## src/rtl/dds_sweep_ctrl.sv

```systemverilog
// dds_sweep_ctrl: linear frequency-sweep sequencer driving the DDS inc_phi/occupation/waveform controls.
// Steps run f_start..f_stop by f_step with a per-step dwell, repeat passes and optional tongbu alignment.
module dds_sweep_ctrl #(
    parameter int DWELL_W = 24,
    parameter bit ALIGN   = 1
) (
    input  logic               clk,
    input  logic               reset_n,
    input  logic               cfg_valid,
    output logic               cfg_ready,
    input  logic [31:0]        cfg_f_start,
    input  logic [31:0]        cfg_f_stop,
    input  logic [31:0]        cfg_f_step,
    input  logic [DWELL_W-1:0] cfg_dwell,
    input  logic [7:0]         cfg_repeat,
    input  logic [3:0]         cfg_waveform,
    input  logic [3:0]         cfg_occupation,
    input  logic               start,
    input  logic               abort,
    input  logic               tongbu,
    output logic [31:0]        inc_phi,
    output logic [3:0]         occupation,
    output logic [3:0]         waveform,
    output logic               busy,
    output logic               step_strobe,
    output logic               sweep_done,
    output logic               cfg_err
);
    typedef enum logic [1:0] {IDLE, RUN, WAIT_SYNC, DONE} state_t;
    state_t r_state, w_state;
    logic [31:0] r_f_start, r_f_stop, r_f_step, w_f_start, w_f_stop, w_f_step;
    logic [DWELL_W-1:0] r_dwell, w_dwell, r_dwell_cnt, w_dwell_cnt, w_reload;
    logic [7:0] r_repeat, w_repeat, r_passes, w_passes;
    logic [3:0] r_wave_sh, w_wave_sh, r_occ_sh, w_occ_sh, r_wave, w_wave, r_occ, w_occ;
    logic r_loaded, w_loaded, w_hs;
    logic [31:0] r_inc_phi, w_inc_phi, r_target, w_target, w_tgt;
    logic [32:0] w_sum;
    logic w_eop, r_step, w_step, r_done, w_done, r_err, w_err;
    assign w_hs      = cfg_valid && r_state == IDLE;
    // A config accepted in the same cycle as start is the one the start uses.
    assign w_f_start = w_hs ? cfg_f_start : r_f_start;
    assign w_f_stop  = w_hs ? cfg_f_stop : r_f_stop;
    assign w_f_step  = w_hs ? cfg_f_step : r_f_step;
    assign w_dwell   = w_hs ? cfg_dwell : r_dwell;
    assign w_repeat  = w_hs ? cfg_repeat : r_repeat;
    assign w_wave_sh = w_hs ? cfg_waveform : r_wave_sh;
    assign w_occ_sh  = w_hs ? cfg_occupation : r_occ_sh;
    assign w_loaded  = w_hs || r_loaded;
    assign w_reload  = (w_dwell == '0) ? '0 : w_dwell - 1'b1;
    // 33-bit sum so a step past 2^32-1 ends the pass instead of wrapping.
    assign w_sum     = {1'b0, r_inc_phi} + {1'b0, r_f_step};
    assign w_eop     = (r_f_step == '0) || (w_sum > {1'b0, r_f_stop});
    assign w_tgt     = w_eop ? r_f_start : w_sum[31:0];
    always_comb begin
        w_state     = r_state;
        w_inc_phi   = r_inc_phi;
        w_occ       = r_occ;
        w_wave      = r_wave;
        w_passes    = r_passes;
        w_dwell_cnt = r_dwell_cnt;
        w_target    = r_target;
        w_step      = 1'b0;
        w_done      = 1'b0;
        w_err       = 1'b0;
        if (abort) begin
            w_state   = IDLE;
            w_inc_phi = '0;
        end else begin
            case (r_state)
                IDLE: if (start) begin
                    if (!w_loaded || w_f_start > w_f_stop) begin
                        w_err = 1'b1;
                    end else begin
                        w_state     = RUN;
                        w_inc_phi   = w_f_start;
                        w_occ       = w_occ_sh;
                        w_wave      = w_wave_sh;
                        w_passes    = w_repeat;
                        w_dwell_cnt = w_reload;
                        w_step      = 1'b1;
                    end
                end
                RUN: if (r_dwell_cnt != '0) begin
                    w_dwell_cnt = r_dwell_cnt - 1'b1;
                end else if (w_eop && r_passes == '0) begin
                    w_state = DONE;
                    w_done  = 1'b1;
                end else begin
                    if (w_eop) w_passes = r_passes - 1'b1;
                    if (ALIGN) begin
                        w_target = w_tgt;
                        w_state  = WAIT_SYNC;
                    end else begin
                        w_inc_phi   = w_tgt;
                        w_step      = 1'b1;
                        w_dwell_cnt = w_reload;
                    end
                end
                WAIT_SYNC: if (tongbu) begin
                    w_inc_phi   = r_target;
                    w_step      = 1'b1;
                    w_dwell_cnt = w_reload;
                    w_state     = RUN;
                end
                default: w_state = IDLE;
            endcase
        end
    end
    always_ff @(posedge clk) begin
        if (!reset_n) begin
            r_state     <= IDLE;
            r_f_start   <= '0;
            r_f_stop    <= '0;
            r_f_step    <= '0;
            r_dwell     <= '0;
            r_repeat    <= '0;
            r_wave_sh   <= '0;
            r_occ_sh    <= '0;
            r_loaded    <= 1'b0;
            r_inc_phi   <= '0;
            r_occ       <= '0;
            r_wave      <= '0;
            r_passes    <= '0;
            r_dwell_cnt <= '0;
            r_target    <= '0;
            r_step      <= 1'b0;
            r_done      <= 1'b0;
            r_err       <= 1'b0;
        end else begin
            r_state     <= w_state;
            r_f_start   <= w_f_start;
            r_f_stop    <= w_f_stop;
            r_f_step    <= w_f_step;
            r_dwell     <= w_dwell;
            r_repeat    <= w_repeat;
            r_wave_sh   <= w_wave_sh;
            r_occ_sh    <= w_occ_sh;
            r_loaded    <= w_loaded;
            r_inc_phi   <= w_inc_phi;
            r_occ       <= w_occ;
            r_wave      <= w_wave;
            r_passes    <= w_passes;
            r_dwell_cnt <= w_dwell_cnt;
            r_target    <= w_target;
            r_step      <= w_step;
            r_done      <= w_done;
            r_err       <= w_err;
        end
    end
    assign cfg_ready   = r_state == IDLE;
    assign busy        = r_state == RUN || r_state == WAIT_SYNC;
    assign inc_phi     = r_inc_phi;
    assign occupation  = r_occ;
    assign waveform    = r_wave;
    assign step_strobe = r_step;
    assign sweep_done  = r_done;
    assign cfg_err     = r_err;
endmodule

```

## config.mk

```make
export PLATFORM = sky130hd
export DESIGN_NAME = dds_sweep_ctrl
export DESIGN_NICKNAME = d
export VERILOG_FILES = /design/src/rtl/dds_sweep_ctrl.sv
export SDC_FILE = /design/constraint.sdc
export NUM_CORES = 1
export LEC_CHECK = 0
export CORE_ASPECT_RATIO = 1.75
export CORE_MARGIN = 1
export CORE_UTILIZATION = 58
export DETAILED_ROUTE_END_ITERATION = 12
export DONT_BUFFER_PORTS = 1
export PLACE_DENSITY = 0.76
export SLEW_MARGIN = 25
export SYNTH_ARGS = -nofsm -noshare
export SYNTH_HDL_FRONTEND = slang
export SYNTH_SLANG_ARGS = --single-unit
```

## constraint.sdc

```tcl
create_clock -name clk -period 4.8 [get_ports clk]
set_input_delay 0.24 -clock clk [delete_from_list [all_inputs] [get_ports clk]]
set_output_delay 0.24 -clock clk [all_outputs]
set_load 0.02 [all_outputs]
```

# ---- Yosys cells after proc, flatten, opt, wreduce, memory -nomap -nowiden
# Cells that the tools add are included.
dict set report totals {
  register_bits 246
  latchBits 0
  mem_bits_rw 0
  romBits 0
  input_bits 142
  output_inout_bits 45
  wordCells 100
  mem_count 0
}
dict set report op_classes {
  addsub 4
  mul 0
  div 0
  n_lt_le_gt_ge 2
  eq_ne 9
  shift 0
  n_mux 35
  bitwise_logic 8
  n_reduce_logical 24
}
# cell count
set ops {}
lappend ops {{32-bit 2-to-1 mux} 6}
lappend ops {{24-bit 2-to-1 mux} 6}
lappend ops {{24-bit case mux with 3 select lines} 1}
lappend ops {{32-bit case mux with 2 select lines} 1}
lappend ops {{8-bit 2-to-1 mux} 6}
lappend ops {{24-bit by 1-bit subtractor with 24-bit output, second input constant} 2}
lappend ops {{32-bit by 32-bit adder with 33-bit output} 1}
lappend ops {{33-bit by 32-bit > comparator with 1-bit output} 1}
lappend ops {{32-bit > comparator} 1}
lappend ops {{32-bit logical NOT} 1}
lappend ops {{24-bit logical NOT} 1}
lappend ops {{24-bit nonzero test} 1}
lappend ops {{8-bit case mux with 2 select lines} 1}
lappend ops {{4-bit AND reduction} 4}
lappend ops {{2-bit != test, second input constant} 6}
lappend ops {{8-bit logical NOT} 1}
lappend ops {{2-bit 2-to-1 mux} 4}
lappend ops {{4-bit 2-to-1 mux} 2}
lappend ops {{1-bit NOT} 8}
lappend ops {{4-bit OR reduction} 2}
lappend ops {{8-bit by 1-bit subtractor with 8-bit output, second input constant} 1}
lappend ops {{7-bit AND reduction} 1}
lappend ops {{1-bit 2-to-1 mux} 6}
lappend ops {{2-bit case mux with 3 select lines} 1}
lappend ops {{other kinds (12)} 17}

# ---- Logic depth before layout (Yosys ltp)
dict set report logic_depth {
  depth_word 8
  depth_mapped 22
  ltp_nobuf 20
}

# ---- Worst setup path after synthesis
# Ideal clock, no wire load.
dict set report synth_timing {
  path_type {register to register}
  from {register r_state[0]}
  to {register r_passes[1]}
  setup_time_ps 128
  t_arrival_ps 4746
  required_time_ps 4672
  path_slack_ps -74
  stages_incl_launch_ff 20
  n_path_buf 7
  synth_period_minus_slack_ps 4874
  path_cell_list {dfxtp_1 > inv_1 > ha_1 > and2_1 > clkbuf_1 > buf_2 > buf_2 > buf_1 > buf_1 > mux2i_1 > ha_1 > nand4_1 > or4_1 > o211a_1 > o21bai_1 > buf_2 > o21bai_1 > buf_2 > mux2i_1 > nor2_1}
}
dict set report synth_via {
  elab_chain_cells 7
  word_cells_on_any_way 20
  cone_classes {1 x order compare; 6 x eq/ne; 6 x mux; 7 x reduce/logical}
}
# item line_no
set synth_lines {}
lappend synth_lines {{start, declared} 30} ;# state_t r_state, w_state;
lappend synth_lines {{start signal, assigned} 130} ;# r_state <= w_state;
lappend synth_lines {{2-bit logical NOT *} --}
lappend synth_lines {{net cfg_ready} 10} ;# output logic cfg_ready,
lappend synth_lines {{1-bit logical AND} 39} ;# assign w_hs = cfg_valid && r_state == IDLE;
lappend synth_lines {{32-bit 2-to-1 mux, or another cell as far along} 41} ;# assign w_f_start = w_hs ? cfg_f_start : r_f_start;
lappend synth_lines {{32-bit > comparator or 1-bit logical NOT (tied branches)} 71} ;# if (!w_loaded || w_f_start > w_f_stop) begin
lappend synth_lines {{1-bit logical OR} 71}
lappend synth_lines {{2-bit != test (no line)} --}
lappend synth_lines {{7-bit AND reduction (no line)} --}
lappend synth_lines {{end signal, assigned} 142} ;# r_passes <= w_passes;
lappend synth_lines {{end, declared} 33} ;# logic [7:0] r_repeat, w_repeat, r_passes, w_passes;
# Mark *: on every way through the listed nets, which the timed path passes. The rest lies on a longest branch. The select of a mux whose other input is x is not followed.
# A chain may end at the register's enable or synchronous reset.

# ---- Final worst setup path
dict set report layout_timing {
  from {register r_inc_phi[0] (netlist: inc_phi[0])}
  to {register r_target[31]}
}
dict set report layout_via {
  elab_chain_cells 6
  word_cells_on_any_way 7
  cone_classes {1 x add/sub; 1 x order compare; 1 x mux; 1 x bitwise; 3 x reduce/logical}
}
# item line_no
set layout_lines {}
lappend layout_lines {{start, declared} 36} ;# logic [31:0] r_inc_phi, w_inc_phi, r_target, w_target, w_tgt;
lappend layout_lines {{start signal, assigned} 139} ;# r_inc_phi <= w_inc_phi;
lappend layout_lines {{32-bit by 32-bit adder with 33-bit output *} 51} ;# assign w_sum = {1'b0, r_inc_phi} + {1'b0, r_f_step};
lappend layout_lines {{33-bit by 32-bit > comparator with 1-bit output} 52} ;# assign w_eop = (r_f_step == '0) || (w_sum > {1'b0, r_f_stop});
lappend layout_lines {{1-bit logical OR} 52}
lappend layout_lines {{1-bit logical AND} 85} ;# end else if (w_eop && r_passes == '0) begin
lappend layout_lines {{1-bit NOT (no line)} --}
lappend layout_lines {{4-bit AND reduction (no line)} --}
lappend layout_lines {{end signal, assigned} 144} ;# r_target <= w_target;
lappend layout_lines {{end, declared} 36}
# Every way passes the cells marked *; elsewhere a longest branch is shown, timed or not.

==> metrics.md <==
| Metric | Value |
|---|---|
| Status | `finished, violations left` |
| Failing checks | `negative hold slack, negative setup slack` |
| Sequential fraction of the synthesis area | `34.9%` |
| VDD IR-drop max | `0.000316 V` |
| Pleak | `just under 8 nW` |
| Die W | `120 microns` |
| Top_reg_cell synth | `dfxtp_1` |
| Routed Antenna Nets | `0` |
| Placement Rows | `75` |
| Clock Tree Buf Depth | `3` |
| Vias in the first global route | `between 10,000 and 15,000` |
| Worst hold slack | `-0.154 ns` |
| HP Start | `reset_n` |
| Flops & latches, synth | `around 250` |
| Commonest non-fill, non-tap cell in the layout | `nand2_1` |
| Fin nets | `2,258` |
| Fin crit share | `102%` |
| CTS tree | `built` |
| CP Max Fanout | `6` |
| CP Class | `reg -> reg` |
| Core box area | `0.0239 sq mm` |
| RSZ-0062 raised after global routing | `true` |
| Via count | `14,800` |
| Yosys cell types | `75` |
| F_max | `205 MHz` |
| WHS Endpoint | `r_target[21]` |
| Die Y-Extent | `208 microns` |
| Vias per inst | `6.33` |
| Worst R2R End | `r_target[31]` |
| Worst Setup Start Kind | `flop` |
| Post-synth ARST share | `0%` |
| Port buffer count | `0` |
| DRT Pass-1 Iters | `6` |
| CTS Buf Count | `23` |
| Skew-Pair Late Insertion Delay | `between 0.5 and 0.6 ns` |
| Final hold violations | `11` |
| Max Transition Viols Final | `0` |
| EDFF count, synth | `0` |
| Clock transition at path regs | `0.07 ns` |
| Power per Cell Area | `between 400 and 500 mW/mm^2` |
| Initial antenna violation count | `4` |
| Worst Path Arrival | `roughly 5.4 ns` |
| Post-route setup slack | `-0.0786 ns` |
| Worst setup EP type | `flop` |
| H-tree levels | `1` |
| Non-filler cells in the finished layout | `around 2,300` |
| Setup-failing EPs final | `21` |
| Max-cap viol count | `0` |
| Largest net degree at the start of global routing | `96` |
| Top cells by area, synth | `dfxtp_1, ha_1, mux2i_1` |
| Filler Cell Count | `1,636` |
| Most frequent cells in the layout | `nand2_1, dfxtp_1, nor2_1` |
| Worst EP required | `5.28 ns` |
| Hold Crit Class | `in -> reg` |
| Die area | `approximately 0.025 sq mm` |
| First-pass GRT wire length | `75.6 mm` |
| Top cell type's share of synthesized area | `34.9%` |
| Fin crit period | `4.88 ns` |
| WL final | `about 50 mm` |
| Cells on worst reg2reg path | `23` |
| PnR Total Power | `0.00760 W` |
| Synth Cell Area | `0.0141 sq mm` |
| Top cell type by total area after synthesis | `dfxtp_1` |
| Worst slew margin | `28.3%` |
| Gr ovfl total | `0` |
| Cells after DPL | `2,124` |
| Worst Tran Pin Value | `1.08 ns` |
| Layout Utilization | `76.3%` |
| Worst flop-to-flop path startpoint | `inc_phi[0]` |
| Min-Delay Path Depth | `2` |
| Clock root buffer master | `clkbuf_16` |
| Cells after Synth | `1,767` |
| Hold_buf cts | `142` |
| Clk sinks | `roughly 250` |
| Dpl hpwl | `33.3 mm` |
| IO Pins | `187` |
| Average cell area after synthesis | `7.99 sq um` |
| Syn-to-layout area delta | `29.2%` |
| YS warnings | `0` |
| Initial Utilization | `59.0%` |
| Wire per inst | `21.9 microns` |
| Total GRT Usage | `38.4%` |
| DRC | `0` |
| First DRT Iteration DRCs | `1,140` |
| Clk_skew | `0.0134 ns` |
| R2R setup slack | `-0.08 ns` |
| RD Place Congestion | `~0.96` |
| Share of post-route cells with drive strength above 1 | `15.8%` |
| Synthesized Nets | `2,013` |
power breakdown:
part	internal, W	switching, W
registers	0.00225	0.000190
logic	0.00134	0.00198
clock network	0.00101	0.000831
total	0.00460	0.00300
how the worst max path moves through the flow:
stage           startpoint      endpoint  slack [ns]
3_3_place_gp    inc_phi[7]   r_target[0]       -0.13
3_5_place_dp    inc_phi[7]   r_target[8]       -0.33
2_1_floorplan  inc_phi[12]   r_target[0]        0.05
6_report        inc_phi[0]  r_target[31]       -0.08
5_1_grt         inc_phi[0]   r_target[2]       -0.26
4_1_cts         inc_phi[0]  r_target[28]      0.0004
stage by stage:
stage	setup TNS, ns	setup WS (ns)	area (sq um)	hold WS, ns
after CTS	0	0.000377	17600	-0.164
after global placement	-3.35	-0.133	15300	0.379
after floorplan	0	0.0462	14100	0.376
after global routing	-8.13	-0.262	18300	-0.164
final	-0.597	-0.0786	18300	-0.154
after detailed placement	-9.27	-0.328	15300	0.379
critical path, stage by stage (launching register included):
cell and delay [ns]:
dfxtp_4 0.35, ha_4 0.16, fa_2 0.34, a211oi_2 0.27
o21ai_2 0.09, nand4_1 0.23, buf_4 0.16, nand2_2 0.06
a21o_1 0.18, a21oi_2 0.17, xnor2_2 0.15, ha_1 0.28
nand4_1 0.20, nor3_2 0.08, a21boi_0 0.15, or4b_4 0.55
a221oi_4 0.29, nand2_2 0.15, buf_6 0.16, a211oi_4 0.33
buf_6 0.16, buf_8 0.13, o21ai_1 0.06, a21oi_1 0.10
logic make-up (layout without fill, tap and decap cells):
group | after synthesis | count (layout) | share of synthesized area [%]
other | 0 | 4 | 0
buffers and inverters | 182 | 442 | 5.23
AND/OR/NAND/NOR | 634 | 634 | 19.9
flip-flops | 246 | 246 | 34.9
adder cells (fa/ha/maj) | 104 | 104 | 9.26
multiplexers | 123 | 123 | 8.74
XOR/XNOR | 54 | 54 | 3.35
AO/OA/AOI/OAI | 424 | 424 | 18.7
synth_stat cells (13+ instances only):
library cell    n
dfxtp_1       246
or3_1          15
mux2i_1       120
buf_2          18
xor2_1         26
nor2_1        180
nand2_1       274
nor4_1         17
inv_1          89
a21oi_1       169
a21o_1         20
nand3_1        39
nand4_1        20
ha_1          103
o21a_1         13
nor3_1         29
xnor2_1        28
o21ai_0        90
a211oi_1       31
clkbuf_1       61
per-layer routing:
metal | track usage [%] | vias to the layer above | share of wire [%]
met5 | 0 | - | 0
met4 | 29.7 | 0 | 9.1
li1 | - | 6713 | -
met1 | 36.9 | 6958 | 34
met2 | 70.7 | 795 | 51
met3 | 6.61 | 340 | 6.4
registers in the layout (all words and copies together) (netlist names):
register	cells
cfg_err	1
inc_phi	32
occupation	4
r_dwell	24
r_dwell_cnt	24
r_f_start	32
r_f_step	32
r_f_stop	32
r_loaded	1
r_occ_sh	4
r_passes	8
r_repeat	8
r_state	2
r_target	32
r_wave_sh	4
step_strobe	1
sweep_done	1
waveform	4
layout make-up:
type | instances | area [sq um] | share of cell area (%)
multi-input cells | 1339 | 8970 | 49.2
flip-flops and latches | 246 | 4940 | 27.1
repair buffers | 312 | 2890 | 15.8
clock buffers | 30 | 612 | 3.35
well taps | 308 | 385 | 2.11
inverters | 90 | 343 | 1.88
clock inverters | 10 | 105 | 0.576
diodes | 4 | 10.0 | 0.0548
repair_timing:
action	4_1_cts	5_1_grt
gates resized for setup	32	119
gates cloned	2	2
endpoints found under the hold margin	158	11
pin swaps	15	45
buffers inserted	9	17
setup endpoints to repair	42	56
No activity file was read; power rests on OpenSTA's default activity.
